===== src/rtl/tmod_responder_pkg.sv =====
// Shared encodings for the tmod bus: command opcodes, response status and
// the responder's handshake states.
package tmod_responder_pkg;

  typedef enum logic [2:0] {
    OP_NOP      = 3'd0,
    OP_SET_HI   = 3'd1,
    OP_SET_LO   = 3'd2,
    OP_READ     = 3'd3,
    OP_READ_MAX = 3'd4,
    OP_READ_MIN = 3'd5,
    OP_CLR      = 3'd6,
    OP_CHECK    = 3'd7
  } tmod_op_e;

  typedef enum logic [1:0] {
    ST_OK   = 2'd0,
    ST_HOT  = 2'd1,
    ST_COLD = 2'd2,
    ST_ERR  = 2'd3
  } tmod_status_e;

  typedef enum logic [1:0] {
    S_IDLE = 2'd0,
    S_EXEC = 2'd1,
    S_RESP = 2'd2
  } tmod_fsm_e;

endpackage


===== src/rtl/tmod_responder_avg.sv =====
// Moving average over the last 2^AVG_LOG2 temperature samples: a window
// shift register plus a running sum and a saturating fill count.
module tmod_avg
  import tmod_responder_pkg::*;
#(
  parameter int DW       = 8,
  parameter int AVG_LOG2 = 2
) (
  input  logic          clk,
  input  logic          reset,
  input  logic          clr,
  input  logic [DW-1:0] temp_in,
  input  logic          temp_vld,
  output logic [DW-1:0] avg,
  output logic          full,
  output logic          upd,
  output logic [DW-1:0] avg_nxt,
  output logic          full_nxt
);

  localparam int N  = 1 << AVG_LOG2;
  localparam int AW = DW + AVG_LOG2;
  localparam logic [AVG_LOG2:0] CNT_MAX = (AVG_LOG2 + 1)'(N);

  logic [DW-1:0]     r_win [N];
  logic [AW-1:0]     r_acc;
  logic [AVG_LOG2:0] r_cnt;
  logic [AW-1:0]     w_acc_nxt;
  logic [AVG_LOG2:0] w_cnt_nxt;

  // Sum tracks the window exactly, so the add/subtract never leaves AW bits.
  assign upd       = temp_vld & ~clr;
  assign w_acc_nxt = r_acc + AW'(temp_in) - AW'(r_win[N-1]);
  assign w_cnt_nxt = (r_cnt == CNT_MAX) ? r_cnt : r_cnt + 1'b1;
  assign avg       = r_acc[AW-1:AVG_LOG2];
  assign full      = (r_cnt == CNT_MAX);
  assign avg_nxt   = w_acc_nxt[AW-1:AVG_LOG2];
  assign full_nxt  = (w_cnt_nxt == CNT_MAX);

  always_ff @(posedge clk) begin
    if (reset || clr) begin
      for (int i = 0; i < N; i++) r_win[i] <= '0;
      r_acc <= '0;
      r_cnt <= '0;
    end else if (upd) begin
      r_win[0] <= temp_in;
      for (int i = 1; i < N; i++) r_win[i] <= r_win[i-1];
      r_acc <= w_acc_nxt;
      r_cnt <= w_cnt_nxt;
    end
  end

endmodule


===== src/rtl/tmod_responder.sv =====
// tmod bus slave endpoint: three-state op handshake, programmable thresholds,
// running max/min of the raw stream and a sticky threshold alarm.
module tmod_responder
  import tmod_responder_pkg::*;
#(
  parameter int DW       = 8,
  parameter int AVG_LOG2 = 2
) (
  input  logic          clk,
  input  logic          reset,
  input  logic [2:0]    op,
  input  logic [DW-1:0] opnd,
  output logic [1:0]    status,
  output logic          valid,
  output logic          ready,
  output logic [DW-1:0] rdata,
  input  logic [DW-1:0] temp_in,
  input  logic          temp_vld,
  output logic          alarm
);

  function automatic tmod_status_e classify(input logic [DW-1:0] a,
                                            input logic [DW-1:0] hi,
                                            input logic [DW-1:0] lo);
    if (a > hi) return ST_HOT;
    if (a < lo) return ST_COLD;
    return ST_OK;
  endfunction

  tmod_fsm_e    r_state, w_state_nxt;
  tmod_op_e     r_op_p0;
  logic [DW-1:0] r_opnd_p0;
  tmod_status_e r_status_p1, w_st;
  logic [DW-1:0] r_rdata_p1, w_rd;
  logic [DW-1:0] r_hi_thr, r_lo_thr, r_max, r_min;
  logic          r_seen, r_alarm;
  logic          w_accept, w_exec, w_clr, w_wr_hi, w_wr_lo;
  logic [DW-1:0] w_avg, w_avg_nxt;
  logic          w_full, w_full_nxt, w_upd;

  tmod_avg #(.DW(DW), .AVG_LOG2(AVG_LOG2)) u_avg (
    .clk      (clk),
    .reset    (reset),
    .clr      (w_clr),
    .temp_in  (temp_in),
    .temp_vld (temp_vld),
    .avg      (w_avg),
    .full     (w_full),
    .upd      (w_upd),
    .avg_nxt  (w_avg_nxt),
    .full_nxt (w_full_nxt)
  );

  assign w_accept = (r_state == S_IDLE) && (op != OP_NOP);
  assign w_exec   = (r_state == S_EXEC);
  assign w_clr    = w_exec && (r_op_p0 == OP_CLR);

  always_ff @(posedge clk) begin
    if (reset) r_state <= S_IDLE;
    else       r_state <= w_state_nxt;
  end

  always_comb begin
    w_state_nxt = r_state;
    case (r_state)
      S_IDLE:  if (op != OP_NOP) w_state_nxt = S_EXEC;
      S_EXEC:  w_state_nxt = S_RESP;
      default: w_state_nxt = S_IDLE;
    endcase
  end

  // p0: command capture at the accept edge
  always_ff @(posedge clk) begin
    if (w_accept) begin
      r_op_p0   <= tmod_op_e'(op);
      r_opnd_p0 <= opnd;
    end
  end

  always_comb begin
    w_st    = ST_OK;
    w_rd    = '0;
    w_wr_hi = 1'b0;
    w_wr_lo = 1'b0;
    case (r_op_p0)
      OP_SET_HI:   if (r_opnd_p0 < r_lo_thr) w_st = ST_ERR; else w_wr_hi = 1'b1;
      OP_SET_LO:   if (r_opnd_p0 > r_hi_thr) w_st = ST_ERR; else w_wr_lo = 1'b1;
      OP_READ:     if (w_full) w_rd = w_avg; else w_st = ST_ERR;
      OP_READ_MAX: if (r_seen) w_rd = r_max; else w_st = ST_ERR;
      OP_READ_MIN: if (r_seen) w_rd = r_min; else w_st = ST_ERR;
      OP_CHECK: begin
        if (w_full) begin
          w_st = classify(w_avg, r_hi_thr, r_lo_thr);
          w_rd = w_avg;
        end else begin
          w_st = ST_ERR;
        end
      end
      default: ;
    endcase
  end

  // p1: execute -- results and state updates land at the EXEC->RESP edge
  always_ff @(posedge clk) begin
    if (reset) begin
      r_status_p1 <= ST_OK;
      r_rdata_p1  <= '0;
      r_hi_thr    <= '1;
      r_lo_thr    <= '0;
    end else if (w_exec) begin
      r_status_p1 <= w_st;
      r_rdata_p1  <= w_rd;
      if (w_wr_hi) r_hi_thr <= r_opnd_p0;
      if (w_wr_lo) r_lo_thr <= r_opnd_p0;
    end
  end

  // Alarm compares the incoming average against thresholds as they stood
  // before this edge, so a same-cycle SET_* does not affect it.
  always_ff @(posedge clk) begin
    if (reset || w_clr) begin
      r_max   <= '0;
      r_min   <= '1;
      r_seen  <= 1'b0;
      r_alarm <= 1'b0;
    end else if (w_upd) begin
      if (temp_in > r_max) r_max <= temp_in;
      if (temp_in < r_min) r_min <= temp_in;
      r_seen <= 1'b1;
      if (w_full_nxt && (classify(w_avg_nxt, r_hi_thr, r_lo_thr) != ST_OK))
        r_alarm <= 1'b1;
    end
  end

  assign status = r_status_p1;
  assign rdata  = r_rdata_p1;
  assign valid  = (r_state == S_RESP);
  assign ready  = (r_state == S_IDLE);
  assign alarm  = r_alarm;

endmodule


===== config.mk =====
export PLATFORM = sky130hd
export DESIGN_NAME = tmod_responder
export DESIGN_NICKNAME = d
export VERILOG_FILES = /design/src/rtl/tmod_responder_pkg.sv /design/src/rtl/tmod_responder_avg.sv /design/src/rtl/tmod_responder.sv
export SDC_FILE = /design/constraint.sdc
export NUM_CORES = 1
export LEC_CHECK = 0
export ABC_CLOCK_PERIOD_IN_PS = 5900
export CELL_PAD_IN_SITES_DETAIL_PLACEMENT = 1
export CELL_PAD_IN_SITES_GLOBAL_PLACEMENT = 2
export CORE_MARGIN = 2
export CORE_UTILIZATION = 39
export CTS_CLUSTER_DIAMETER = 200
export DETAILED_ROUTE_END_ITERATION = 6
export GPL_ROUTABILITY_DRIVEN = 0
export PLACE_DENSITY_LB_ADDON = 0.1
export SYNTH_ARGS = -nofsm -noshare
export SYNTH_HDL_FRONTEND = slang
export SYNTH_SLANG_ARGS = --single-unit

===== constraint.sdc =====
create_clock -name clk -period 5.9 [get_ports clk]
set_input_delay 1.18 -clock clk [delete_from_list [all_inputs] [get_ports clk]]
set_output_delay 1.18 -clock clk [all_outputs]
set_load 0.05 [all_outputs]

# Yosys cells after proc, flatten, opt, wreduce, memory -nomap -nowiden
# Memory sizes are Yosys's and may differ from the RTL's.
# Index checks and enable logic that the tools add are counted.
[word_totals]
n_memories = 1
romBits = 0
ramBits = 32
latch_bits = 0
reg_bits = 70
[classes]
n_div = 0
mux = 50
shifts = 0
eq_ne = 12
n_bitwise = 6
add_sub_neg = 3
n_mul = 0
n_lt_le_gt_ge = 8
reduce_logical = 14
[mem_list]
columns = ["memory", "depth", "width", "read_ports", "rd_ports_with_merged_regs", "wr", "line_no", "source"]
rows = [
  ["u_avg.r_win", 4, 8, 4, 0, 4, "tmod_responder_avg.sv:25", "logic [DW-1:0] r_win [N];"],
]
[ops]
columns = ["op", "n"]
rows = [
  ["$mux W8", 7],
  ["$gt A8 B8 Y1", 4],
  ["$lt A8 B8 Y1", 4],
  ["$mux W2", 16],
  ["$pmux W8 S3", 1],
  ["$mux W1", 23],
  ["$eq A3 B3 Y1 const B", 6],
  ["$add A10 B8 Y10", 1],
  ["$pmux W2 S5", 1],
  ["$reduce_and A2 Y1", 5],
  ["$sub A10 B8 Y10", 1],
  ["$eq A3 B2 Y1 const B", 2],
  ["$or A1 B1 Y1", 4],
  ["$pmux W2 S2", 1],
  ["$reduce_or A2 Y1", 2],
  ["$add A3 B1 Y3 const B", 1],
  ["$eq A3 B1 Y1 const B", 1],
  ["$logic_and A1 B1 Y1", 3],
  ["$mux W3", 1],
  ["$reduce_bool A3 Y1", 1],
  ["$eq A2 B1 Y1 const B", 1],
  ["$eq A2 B2 Y1 const B", 1],
  ["$logic_not A2 Y1", 1],
  ["$ne A2 B1 Y1 const B", 1],
  ["4 further kinds", 4],
]

# Longest topological paths before layout
# Gate-level depths: netlist of run 1.
[depth]
ltp_word = 16
depth_mapped = 19

# By module
# From an unflattened synthesis of run 1, not the netlist that was laid out.
[unflattened]
cells_unflattened = 654
hier_area_um2 = 6323.6
[by_module_without_submodules]
columns = ["module", "seq_area_each_um2", "cells_per_inst", "area_per_inst_um2", "instances"]
rows = [
  ["tmod_responder", 1251.2, 401, 3667.3, 1],
  ["tmod_avg", 1221.2, 253, 2656.3, 1],
]

# Worst setup path after synthesis of run 1
# OpenSTA, ideal clock, no wires.
[synth_path]
path_kind = "input to register"
startpoint = "input port temp_in[1]"
endpoint = "register r_alarm, in the netlist alarm"
setup_ns = 0.120
path_slack_ns = 1.388
stages = 16
t_arrival_ns = 4.392
t_required_ns = 5.780
cell_sequence = "inv_1 > fa_1 > inv_1 > ha_1 > a211oi_1 > nor2_1 > o21ai_0 > mux2i_1 > nand2_1 > xnor2_1 > ha_1 > and3_1 > a21boi_0 > o31ai_1 > o21ai_0 > o31a_1"
[synth_via]
elab_chain_cells = 14
word_cells_on_any_way = 19
cone_classes = "add/sub: 2; order compare: 2; mux: 12; reduce/logical: 3"
[synth_lines]
columns = ["element", "line_no", "source"]
rows = [
  ["start, declared", "tmod_responder.sv:17", "input logic [DW-1:0] temp_in,"],
  ["$add A10 B8 Y10 (*)", "tmod_responder_avg.sv:33", "assign w_acc_nxt = r_acc + AW'(temp_in) - AW'(r_win[N-1]);"],
  ["$sub A10 B8 Y10 (*)", "tmod_responder_avg.sv:33", ""],
  ["net u_avg.avg_nxt[7]", "tmod_responder_avg.sv:17", "output logic [DW-1:0] avg_nxt,"],
  ["$lt A8 B8 Y1", "tmod_responder.sv:26", "if (a < lo) return ST_COLD;"],
  ["$mux W1 (2 in a row)", "tmod_responder.sv:26", ""],
  ["$mux W1", "tmod_responder.sv:126", "end else if (w_upd) begin"],
  ["$mux W1", "tmod_responder.sv:121", "if (reset || w_clr) begin"],
  ["$mux W2", "tmod_responder.sv:27", "return ST_OK;"],
  ["$mux W2 (*)", "tmod_responder.sv:26", ""],
  ["$mux W2 (*)", "tmod_responder.sv:126", ""],
  ["$mux W2 (*)", "tmod_responder.sv:121", ""],
  ["$reduce_bool A2 Y1 (*)", "tmod_responder.sv:130", "if (w_full_nxt && (classify(w_avg_nxt, r_hi_thr, r_lo_thr) != ST_OK))"],
  ["$logic_and A1 B1 Y1 (*)", "tmod_responder.sv:130", ""],
  ["$reduce_and A2 Y1 (no line) (*)", "n/a", ""],
  ["end signal, assigned", "tmod_responder.sv:125", "r_alarm <= 1'b0;"],
  ["end signal, assigned", "tmod_responder.sv:131", "r_alarm <= 1'b1;"],
  ["end, declared", "tmod_responder.sv:36", "logic r_seen, r_alarm;"],
]
# The timed path passes the listed nets; every way through them passes the cells marked *. The select of a mux whose other input is x is not followed.
# A chain may end at the register's enable or synchronous reset.

# Final worst setup path of run 1
# Same ends and word-level chain as after synthesis.

==> flow_summary.toml, run 1 <==
[run_status]
status = "finished clean"

[timing]
worstMarginPinSlew_ns = 1.06
fin_tns_setup_ns = 0
fin_skew_ns = 0.00662
fmax_mhz = 193
period_needed_ns = 5.18
finalSetupViolCount = 0
finalHoldViolations = 0
fin_crit_sh_pct = 87.8
relSlewSlack_pct = 28.8
rsz0062_at_grt = "false"
drv_slew = 0

[power_and_ir_drop]
p_sw_mw = 0.936
intPower_mw = 1.65
switching_share_pct = 36.2
pwr-share-seq_pct = 34.5
leakagePower_nw = 3.04
peakVddDrop_v = 0.000184
p_clk_share_pct = 27.1
power_density_nw_per_um2 = 367
power_frac_comb_pct = 38.4

[job]
maxCapViolations = 0

[finish]
drive_gt1_share_pct = 5.22
fin_nets = 768
fillers = 1730
n_antenna_cell = 0
area_delta_synth_final_pct = 14.8
fin_util_pct = 46.1

[synthesis]
yosysSeqAreaShare_pct = 40.3
avgSynthCellArea_um2 = 9.69
yosysWarnings = 0
ys.flop_type = "dfxtp_1"
syn_inst = 633
ys_types = 58
postSynthNetCount = 735
netlist_area_um2 = 6130
ys_ff_latch = 102
synth-edff-count = 43
async_reset_ff_share_pct = 0

[floorplanning]
die_x_um = 129
start_util_pct = 40.2
die_area_um2 = 16700
num_io_pins = 35
std_cell_rows = 45
die_h_um = 129
core_um2 = 15300

[detailed_routing]
dr_total_vias = 4580
routed_wl_mm = 15.5
ant_nets = 0
routedWlPerCell_um = 17.6
firstDrtPassIters = 4
drc = 0
drt_iter0_drc = 134
vias_per_cell = 5.19

[hold_path]
hold_depth = 1
hold_class = "reg -> reg"

[clocking]
clk_pin_slew_ns = 0.07
hold_buffers = 0
cts_buffers = 9
cts_num_sinks = 102
cts_root_buf = "clkbuf_16"
cts_resized = 0
cts_tree = "done"
postCtsSetupBuffers = 0
insertion_delay_ns = 0.36
clk_path_buf_depth = 2
htreeDepth = 3

[placed_design]
io_buffers = 34
post-dp-hpwl_mm = 12.0

[critical_path]
r2r_cells = 16
worstSetupStartpointType = "input pin"
worstPathArrival_ns = 5.43
worstSetupPathType = "in -> reg"
worst_setup_path_end_kind = "flip-flop"
cp_max_fo = 5
required_ns = 6.15

[grt]
grt_first_pass_wirelength_mm = 25.7
overflow = 0
grt_max_degree = 40
grt_pass1_vias = 4770
grt_antenna_before_repair = 0
grtUsageTotal_pct = 20.1
==> logic make-up after synthesis <==
family / after synthesis / synth area share [%]
AO/OA/AOI/OAI: 125 / 14.6
XOR/XNOR: 7 / 1.00
AND/OR/NAND/NOR: 188 / 14.9
buffers and inverters: 96 / 6.16
flip-flops: 102 / 40.3
multiplexers: 35 / 5.71
adder cells (fa/ha/maj): 80 / 17.3
==> through the flow <==
stage          setup slack (ns)  hold WS [ns]  cells  cell area [um2]  power (mW)
3_3_place_gp              0.472         0.448    866             6690        1.84
5_1_grt                   0.429         0.491    882             7040        2.79
3_5_place_dp              0.312         0.449    866             6690        1.91
4_1_cts                   0.690         0.471    882             7040        2.62
6_report                  0.720         0.467    882             7040        2.58
2_1_floorplan              1.39         0.435    633             6130        1.59
==> sequential cells by signal, indices dropped and copies added (netlist names), 2 cells and up <==
register,count
r_lo_thr,8
r_min,8
u_avg.r_acc,10
r_hi_thr,8
r_opnd_p0,8
u_avg.r_cnt,3
r_state,2
r_op_p0,3
u_avg.r_win,32
rdata,8
status,2
r_max,8
==> final timing paths <==
check                               startpoint          end  slack, ns
worst max register to register  u_avg.r_acc[2]        alarm       1.77
worst min-delay path               r_hi_thr[3]  r_hi_thr[3]       0.47
worst min register to register     r_hi_thr[3]  r_hi_thr[3]       0.47
worst max-delay path                temp_in[1]        alarm       0.72
==> critical path, stage by stage <==
cell and delay (ns):
clkdlybuf4s50_1 0.57, inv_1 0.12, fa_1 0.60, inv_1 0.06
ha_1 0.30, a211oi_1 0.25, nor2_1 0.11, o21ai_0 0.37
mux2i_1 0.36, nand2_1 0.11, xnor2_1 0.23, ha_1 0.28
and3_1 0.18, a21boi_0 0.12, o31ai_1 0.23, o21ai_0 0.12
o31a_1 0.24
==> synth_stat cells, types with 5 or more instances <==
master / number / area share [%]
a211o_1: 10 / 1.4
buf_2: 5 / 0.41
o21ai_0: 32 / 2.6
nor2_1: 68 / 4.2
a21o_1: 9 / 1.1
xnor2_1: 5 / 0.71
clkbuf_1: 10 / 0.61
a22oi_1: 9 / 1.1
o21a_1: 5 / 0.61
ha_1: 72 / 15
mux2i_1: 35 / 5.7
nand4_1: 8 / 0.82
fa_1: 8 / 2.6
nor2b_1: 8 / 0.82
o211ai_1: 6 / 0.73
dfxtp_1: 59 / 19
a21oi_1: 20 / 1.6
and2_1: 24 / 2.4
edfxtp_1: 43 / 21
a211oi_1: 6 / 0.73
nand2b_1: 8 / 0.82
nor3_1: 6 / 0.49
nand2_1: 43 / 2.6
inv_1: 78 / 4.8
==> placed cells by master (no fill, tap or decap), types with 10 or more instances in the layout <==
master,n
ha_1,72
and2_1,24
inv_1,78
nor2_1,68
clkdlybuf4s50_1,34
a21oi_1,20
nand2_1,43
a211o_1,10
o21ai_0,32
dfxtp_1,59
edfxtp_1,43
mux2i_1,35
==> routing by layer <==
| layer | part of all wire (%) | GRT usage (%) |
|---|---|---|
| met4 | 1.5 | 6.65 |
| met5 | 0 | 0 |
| met1 | 50 | 27.8 |
| met2 | 46 | 32.3 |
| met3 | 2.2 | 3.22 |
==> cell type report <==
cell class	count	area (um2)	share of cell area, %
multi-input cells	435	3280	46.6
flip-flops and latches	102	2470	35.1
repair buffers	39	378	5.37
inverters	79	297	4.21
well taps	211	264	3.75
clock buffers	9	225	3.20
clock inverters	7	121	1.72
==> power by group through the flow <==
stage	registers (mW)	logic [mW]	clock network, mW
after detailed placement	0.906	1.00	0
after CTS	0.892	1.01	0.722
after global placement	0.905	0.932	0
after floorplan	0.865	0.729	0
final	0.890	0.992	0.700
after global routing	0.901	1.15	0.739
Power figures use the tool's default switching activity.
==> inputs of run 2 (changes only) <==
--- a/config.mk
+++ b/config.mk
@@ -6,6 +6,7 @@
 export NUM_CORES = 1
 export LEC_CHECK = 0
 export ABC_CLOCK_PERIOD_IN_PS = 5900
+export CAP_MARGIN = 0
 export CELL_PAD_IN_SITES_DETAIL_PLACEMENT = 1
 export CELL_PAD_IN_SITES_GLOBAL_PLACEMENT = 2
 export CORE_MARGIN = 2
@@ -14,6 +15,7 @@
 export DETAILED_ROUTE_END_ITERATION = 6
 export GPL_ROUTABILITY_DRIVEN = 0
 export PLACE_DENSITY_LB_ADDON = 0.1
+export SLEW_MARGIN = 20
 export SYNTH_ARGS = -nofsm -noshare
 export SYNTH_HDL_FRONTEND = slang
 export SYNTH_SLANG_ARGS = --single-unit
==> run 2 against run 1 <==
Sequential power about the same; routed wire length is essentially flat; design area is 0.12% higher; critical endpoint unchanged.
==> flow_summary.toml, run 2 (same netlist as run 1, synthesis figures left out) <==
[run_status]
status = "finished clean"

[hold_path]
hold_depth = 1
hold_class = "reg -> reg"
holdCritStartpoint = "r_hi_thr[3]"
min_to = "r_hi_thr[3]"

[clocking]
clk_path_buf_depth = 2
cts_resized = 0
hold_buffers = 0
insertion_delay_ns = 0.36
htreeDepth = 3
clk_pin_slew_ns = 0.07
cts_num_sinks = 102
cts_tree = "done"
postCtsSetupBuffers = 0
cts_buffers = 9
cts_root_buf = "clkbuf_16"

[detailed_routing]
firstDrtPassIters = 4
routed_wl_mm = 15.5
vias_per_cell = 5.19
ant_nets = 0
routedWlPerCell_um = 17.6
drc = 0
drt_iter0_drc = 136
dr_total_vias = 4578

[grt]
grt_max_degree = 40
grt_first_pass_wirelength_mm = 25.7
grt_pass1_vias = 4770
grt_antenna_before_repair = 0
overflow = 0
grtUsageTotal_pct = 20.1

[critical_path]
timing.rr.start = "u_avg.r_acc[2]"
required_ns = 6.15
worstPathArrival_ns = 5.43
regToRegSetupSlack_ns = 1.77
critical_path.slowest_cell = "fa_1"
worst_setup_path_end_kind = "flip-flop"
reg2reg_to = "alarm"
r2r_cells = 16
cp_cell_sequence = "clkdlybuf4s50_1 -> inv_1 -> fa_1 -> inv_1 -> ha_1 -> a211oi_1 -> nor2_1 -> o21ai_0 -> mux2i_1 -> nand2_1 -> xnor2_1 -> ha_1 -> and3_1 -> a21boi_0 -> o31ai_1 -> o21ai_0 -> o31a_1"
worstSetupPathType = "in -> reg"
worstSetupStartpointType = "input pin"
max_stage_delay_ns = 0.60
cp_max_fo = 5

[finish]
area_delta_synth_final_pct = 14.9
largest_reg_flops = 32
largestRegisters = "u_avg.r_win: 32 flops, u_avg.r_acc: 10 flops"
layout_common_cells = "inv_1 (78), ha_1 (72), nor2_1 (68)"
seq_area_um2 = 2470
multiInputGateArea_um2 = 3290
largest-register = "u_avg.r_win"
final_common_cell = "inv_1"
drive_gt1_share_pct = 5.22
n_antenna_cell = 0
fillers = 1728
final_cells = 882
fin_nets = 768

[placed_design]
dp.cells = 866
pre_cts_ws_ns = 0.312
io_buffers = 34
post-dp-hpwl_mm = 12.0

[job]
maxCapViolations = 0

[timing]
rsz0062_at_grt = "false"
fin_crit_sh_pct = 87.9
worstMarginPinSlew_ns = 0.873
setup_slack_ns = 0.717
fin_tns_setup_ns = 0
relSlewSlack_pct = 40.3
fmax_mhz = 193
drv_slew = 0
fin_skew_ns = 0.00659
period_needed_ns = 5.18
finalHoldViolations = 0
finalSetupViolCount = 0

[floorplanning]
die_x_um = 129
num_io_pins = 35
core_um2 = 15300
start_util_pct = 40.2
std_cell_rows = 45
die_h_um = 129
die_area_um2 = 16700

[power_and_ir_drop]
peakVddDrop_v = 0.000184
power_density_nw_per_um2 = 366
leakagePower_nw = 3.04
==> run 2: cell types whose count changed in the layout (fill, tap and decap cells not counted) <==
cell and delta:
a31oi_4 +1, a31oi_2 -1
==> run 2: critical path: cells and delay by family <==
family | cells | cell delay, ns
AND/OR/NAND/NOR | 3 | 0.40
AO/OA/AOI/OAI | 6 | 1.33
multiplexers | 1 | 0.36
buffers and inverters | 3 | 0.75
XOR/XNOR | 1 | 0.23
adder cells (fa/ha/maj) | 3 | 1.18
==> run 2: area by class of cell <==
| cell class | instances | area share (%) |
|---|---|---|
| Multi-Input combinational cell | 435 | 46.7 |
| Sequential cell | 102 | 35.1 |
| Clock inverter | 7 | 1.72 |
| Inverter | 79 | 4.21 |
| Tap cell | 211 | 3.75 |
| Timing Repair Buffer | 39 | 5.36 |
| Clock buffer | 9 | 3.20 |
==> run 2: layer usage <==
layer | routed length (um) | share of wire (%) | GRT usage, % | vias up
met5 | 0 | 0 | 0 | -
met4 | 236 | 1.5 | 6.65 | 0
met3 | 387 | 2.5 | 3.22 | 18
met2 | 7180 | 46 | 32.3 | 45
met1 | 7720 | 50 | 27.8 | 2257
li1 | - | - | - | 2258
==> run 2: power breakdown <==
part	total, mW	leakage [nW]	switching [mW]	internal [mW]
Clock	0.699	0.164	0.282	0.417
Sequential	0.889	0.946	0.0845	0.805
Combinational	0.992	1.93	0.567	0.425
Total	2.58	3.04	0.934	1.65
==> run 2: how the worst max path moves through the flow <==
stage               startpoint    end  slack (ns)  cells after the start
CTS                 temp_in[1]  alarm        0.69                     17
global route        temp_in[1]  alarm        0.43                     17
detailed placement  temp_in[1]  alarm        0.31                     17
global placement    temp_in[1]  alarm        0.47                     17
finish              temp_in[1]  alarm        0.72                     17
floorplan           temp_in[1]  alarm        1.39                     16
==> run 2: metrics by stage <==
stage | instance area, um2 | hold WS (ns) | utilization (%) | total power [mW]
6_report | 7050 | 0.466 | 46.2 | 2.58
3_5_place_dp | 6690 | 0.449 | 43.9 | 1.91
3_3_place_gp | 6690 | 0.448 | 43.9 | 1.84
5_1_grt | 7050 | 0.491 | 46.2 | 2.79
2_1_floorplan | 6130 | 0.435 | - | 1.59
4_1_cts | 7040 | 0.471 | 46.1 | 2.62
==> inputs of run 3 (changes only) <==
--- a/config.mk
+++ b/config.mk
@@ -6,13 +6,14 @@
 export NUM_CORES = 1
 export LEC_CHECK = 0
 export ABC_CLOCK_PERIOD_IN_PS = 5900
-export CAP_MARGIN = 0
+export CAP_MARGIN = 5
 export CELL_PAD_IN_SITES_DETAIL_PLACEMENT = 1
 export CELL_PAD_IN_SITES_GLOBAL_PLACEMENT = 2
 export CORE_MARGIN = 2
-export CORE_UTILIZATION = 39
+export CORE_UTILIZATION = 41
 export CTS_CLUSTER_DIAMETER = 200
 export DETAILED_ROUTE_END_ITERATION = 6
+export DONT_BUFFER_PORTS = 1
 export GPL_ROUTABILITY_DRIVEN = 0
 export PLACE_DENSITY_LB_ADDON = 0.1
 export SLEW_MARGIN = 20
==> run 3 against run 2 <==
Design area is 6.6% lower; worst setup slack better by 0.62 ns; highest routed layer unchanged; fmax is 14% higher; combinational power is 2.5% lower; sequential power is 0.8% higher.
==> flow_summary.toml, run 3 (same netlist as run 1, synthesis figures left out) <==
[clocking]
cts_root_buf = "clkbuf_16"
cts_resized = 0
clk_path_buf_depth = 2
cts_tree = "done"
insertion_delay_ns = 0.36
cts_num_sinks = 102
clk_pin_slew_ns = 0.07
cts_buffers = 9
htreeDepth = 3
postCtsSetupBuffers = 0
hold_buffers = 0

[job]
maxCapViolations = 0

[placed_design]
io_buffers = 0
post-dp-hpwl_mm = 11.7

[grt]
grt_pass1_vias = 4678
grt_first_pass_wirelength_mm = 25.1
grt_antenna_before_repair = 0
overflow = 0
grtUsageTotal_pct = 20.3
grt_max_degree = 40

[critical_path]
cp_num_cells = 16
crit_end = "alarm"
cp_max_fo = 5
timing.rr.start = "u_avg.r_acc[4]"
cp.buffers_inverters = 2
worstSetupPathType = "in -> reg"
regToRegSetupSlack_ns = 1.78
cp_cell_sequence = "inv_1 -> fa_1 -> inv_1 -> ha_1 -> a211oi_1 -> nor2_1 -> o21ai_0 -> mux2i_1 -> nand2_1 -> xnor2_1 -> ha_1 -> and3_1 -> a21boi_0 -> o31ai_1 -> o21ai_0 -> o31a_1"
critical_path.slowest_cell = "fa_1"
reg2reg_to = "alarm"
cp-startpoint = "temp_in[1]"
max_stage_delay_ns = 0.60
worstSetupStartpointType = "input pin"
r2r_cells = 16
path_delay_family = "compound AO/OA/AOI/OAI gates"
worst_setup_path_end_kind = "flip-flop"
worstPathArrival_ns = 4.81
required_ns = 6.15

[finish]
largest_reg_flops = 32
fillers = 1653
seq_area_um2 = 2470
final_common_cell = "inv_1"
fin_util_pct = 45.1
multiInputGateArea_um2 = 3280
largest-register = "u_avg.r_win"
area_delta_synth_final_pct = 7.39
layout_common_cells = "inv_1 (78), ha_1 (72), nor2_1 (68)"
drive_gt1_share_pct = 5.19
largestRegisters = "u_avg.r_win: 32 flops, u_avg.r_acc: 10 flops"
n_antenna_cell = 0
fin_nets = 733

[timing]
fin_tns_setup_ns = 0
fin_skew_ns = 0.00978
finalSetupViolCount = 0
relSlewSlack_pct = 27.4
finalHoldViolations = 0
rsz0062_at_grt = "false"
fin_crit_sh_pct = 77.3
worstMarginPinSlew_ns = 1.09
period_needed_ns = 4.56
drv_slew = 0
fmax_mhz = 219

[floorplanning]
core_um2 = 14600
num_io_pins = 35
die_area_um2 = 15900
std_cell_rows = 44
die_x_um = 126
die_h_um = 126
start_util_pct = 42.0

[detailed_routing]
firstDrtPassIters = 4
dr_total_vias = 4431
routedWlPerCell_um = 18.5
drt_iter0_drc = 219
ant_nets = 0
drc = 0
routed_wl_mm = 15.2
vias_per_cell = 5.40

[power_and_ir_drop]
peakVddDrop_v = 0.000172
total_power_mw = 2.43
power_density_nw_per_um2 = 369
leakagePower_nw = 2.87

[hold_path]
hold_class = "reg -> reg"

[run_status]
status = "finished clean"
## run 3: cell type report
type                       instances  share of cell area, %
inverter                          79                   4.50
sequential                       102                   37.6
clock inverter                     6                  0.684
tap                              184                   3.50
timing repair buffer               4                  0.456
clock buffer                      10                   3.48
multi-input combinational        435                   49.8
## run 3: worst min path at each step
stage	startpoint	end	depth (start not counted)
floorplan	r_hi_thr[6]	r_hi_thr[6]	1
global placement	r_hi_thr[1]	r_hi_thr[1]	1
detailed placement	r_hi_thr[4]	r_hi_thr[4]	1
CTS	r_hi_thr[4]	r_hi_thr[4]	1
global route	r_hi_thr[1]	r_hi_thr[1]	1
finish	r_hi_thr[4]	r_hi_thr[4]	1
## run 3: per-stage QoR
stage	area (um2)	std cells	setup WS [ns]	hold slack, ns
after floorplan	6130	633	1.39	0.435
after global placement	6310	804	1.10	0.446
after detailed placement	6310	804	1.01	0.449
after CTS	6580	820	1.36	0.465
after global routing	6580	820	1.03	0.487
final	6580	820	1.34	0.465
## run 3: report_power, final
group,switching (mW),internal [mW]
Combinational,0.560,0.407
Sequential,0.0908,0.805
Clock,0.277,0.289
## run 3: routing by layer
layer | wire, um | GRT usage [%] | share of wire, %
met2 | 6990 | 32.7 | 46
met5 | 0 | 0 | 0
met4 | 182 | 5.24 | 1.2
met3 | 580 | 4.46 | 3.8
met1 | 7440 | 27.7 | 49
## run 3: worst reg2reg max path: stages (launching register included)
cell and delay (ns):
dfxtp_1 0.50, inv_1 0.15, fa_1 0.54, inv_1 0.05, ha_1 0.34, nor4_1 0.31
a21oi_1 0.08, o21ai_0 0.18, mux2i_1 0.34, nand2_1 0.11, xnor2_1 0.24, ha_1 0.28
and3_1 0.19, a21boi_0 0.13, o31ai_1 0.22, o21ai_0 0.13, o31a_1 0.24
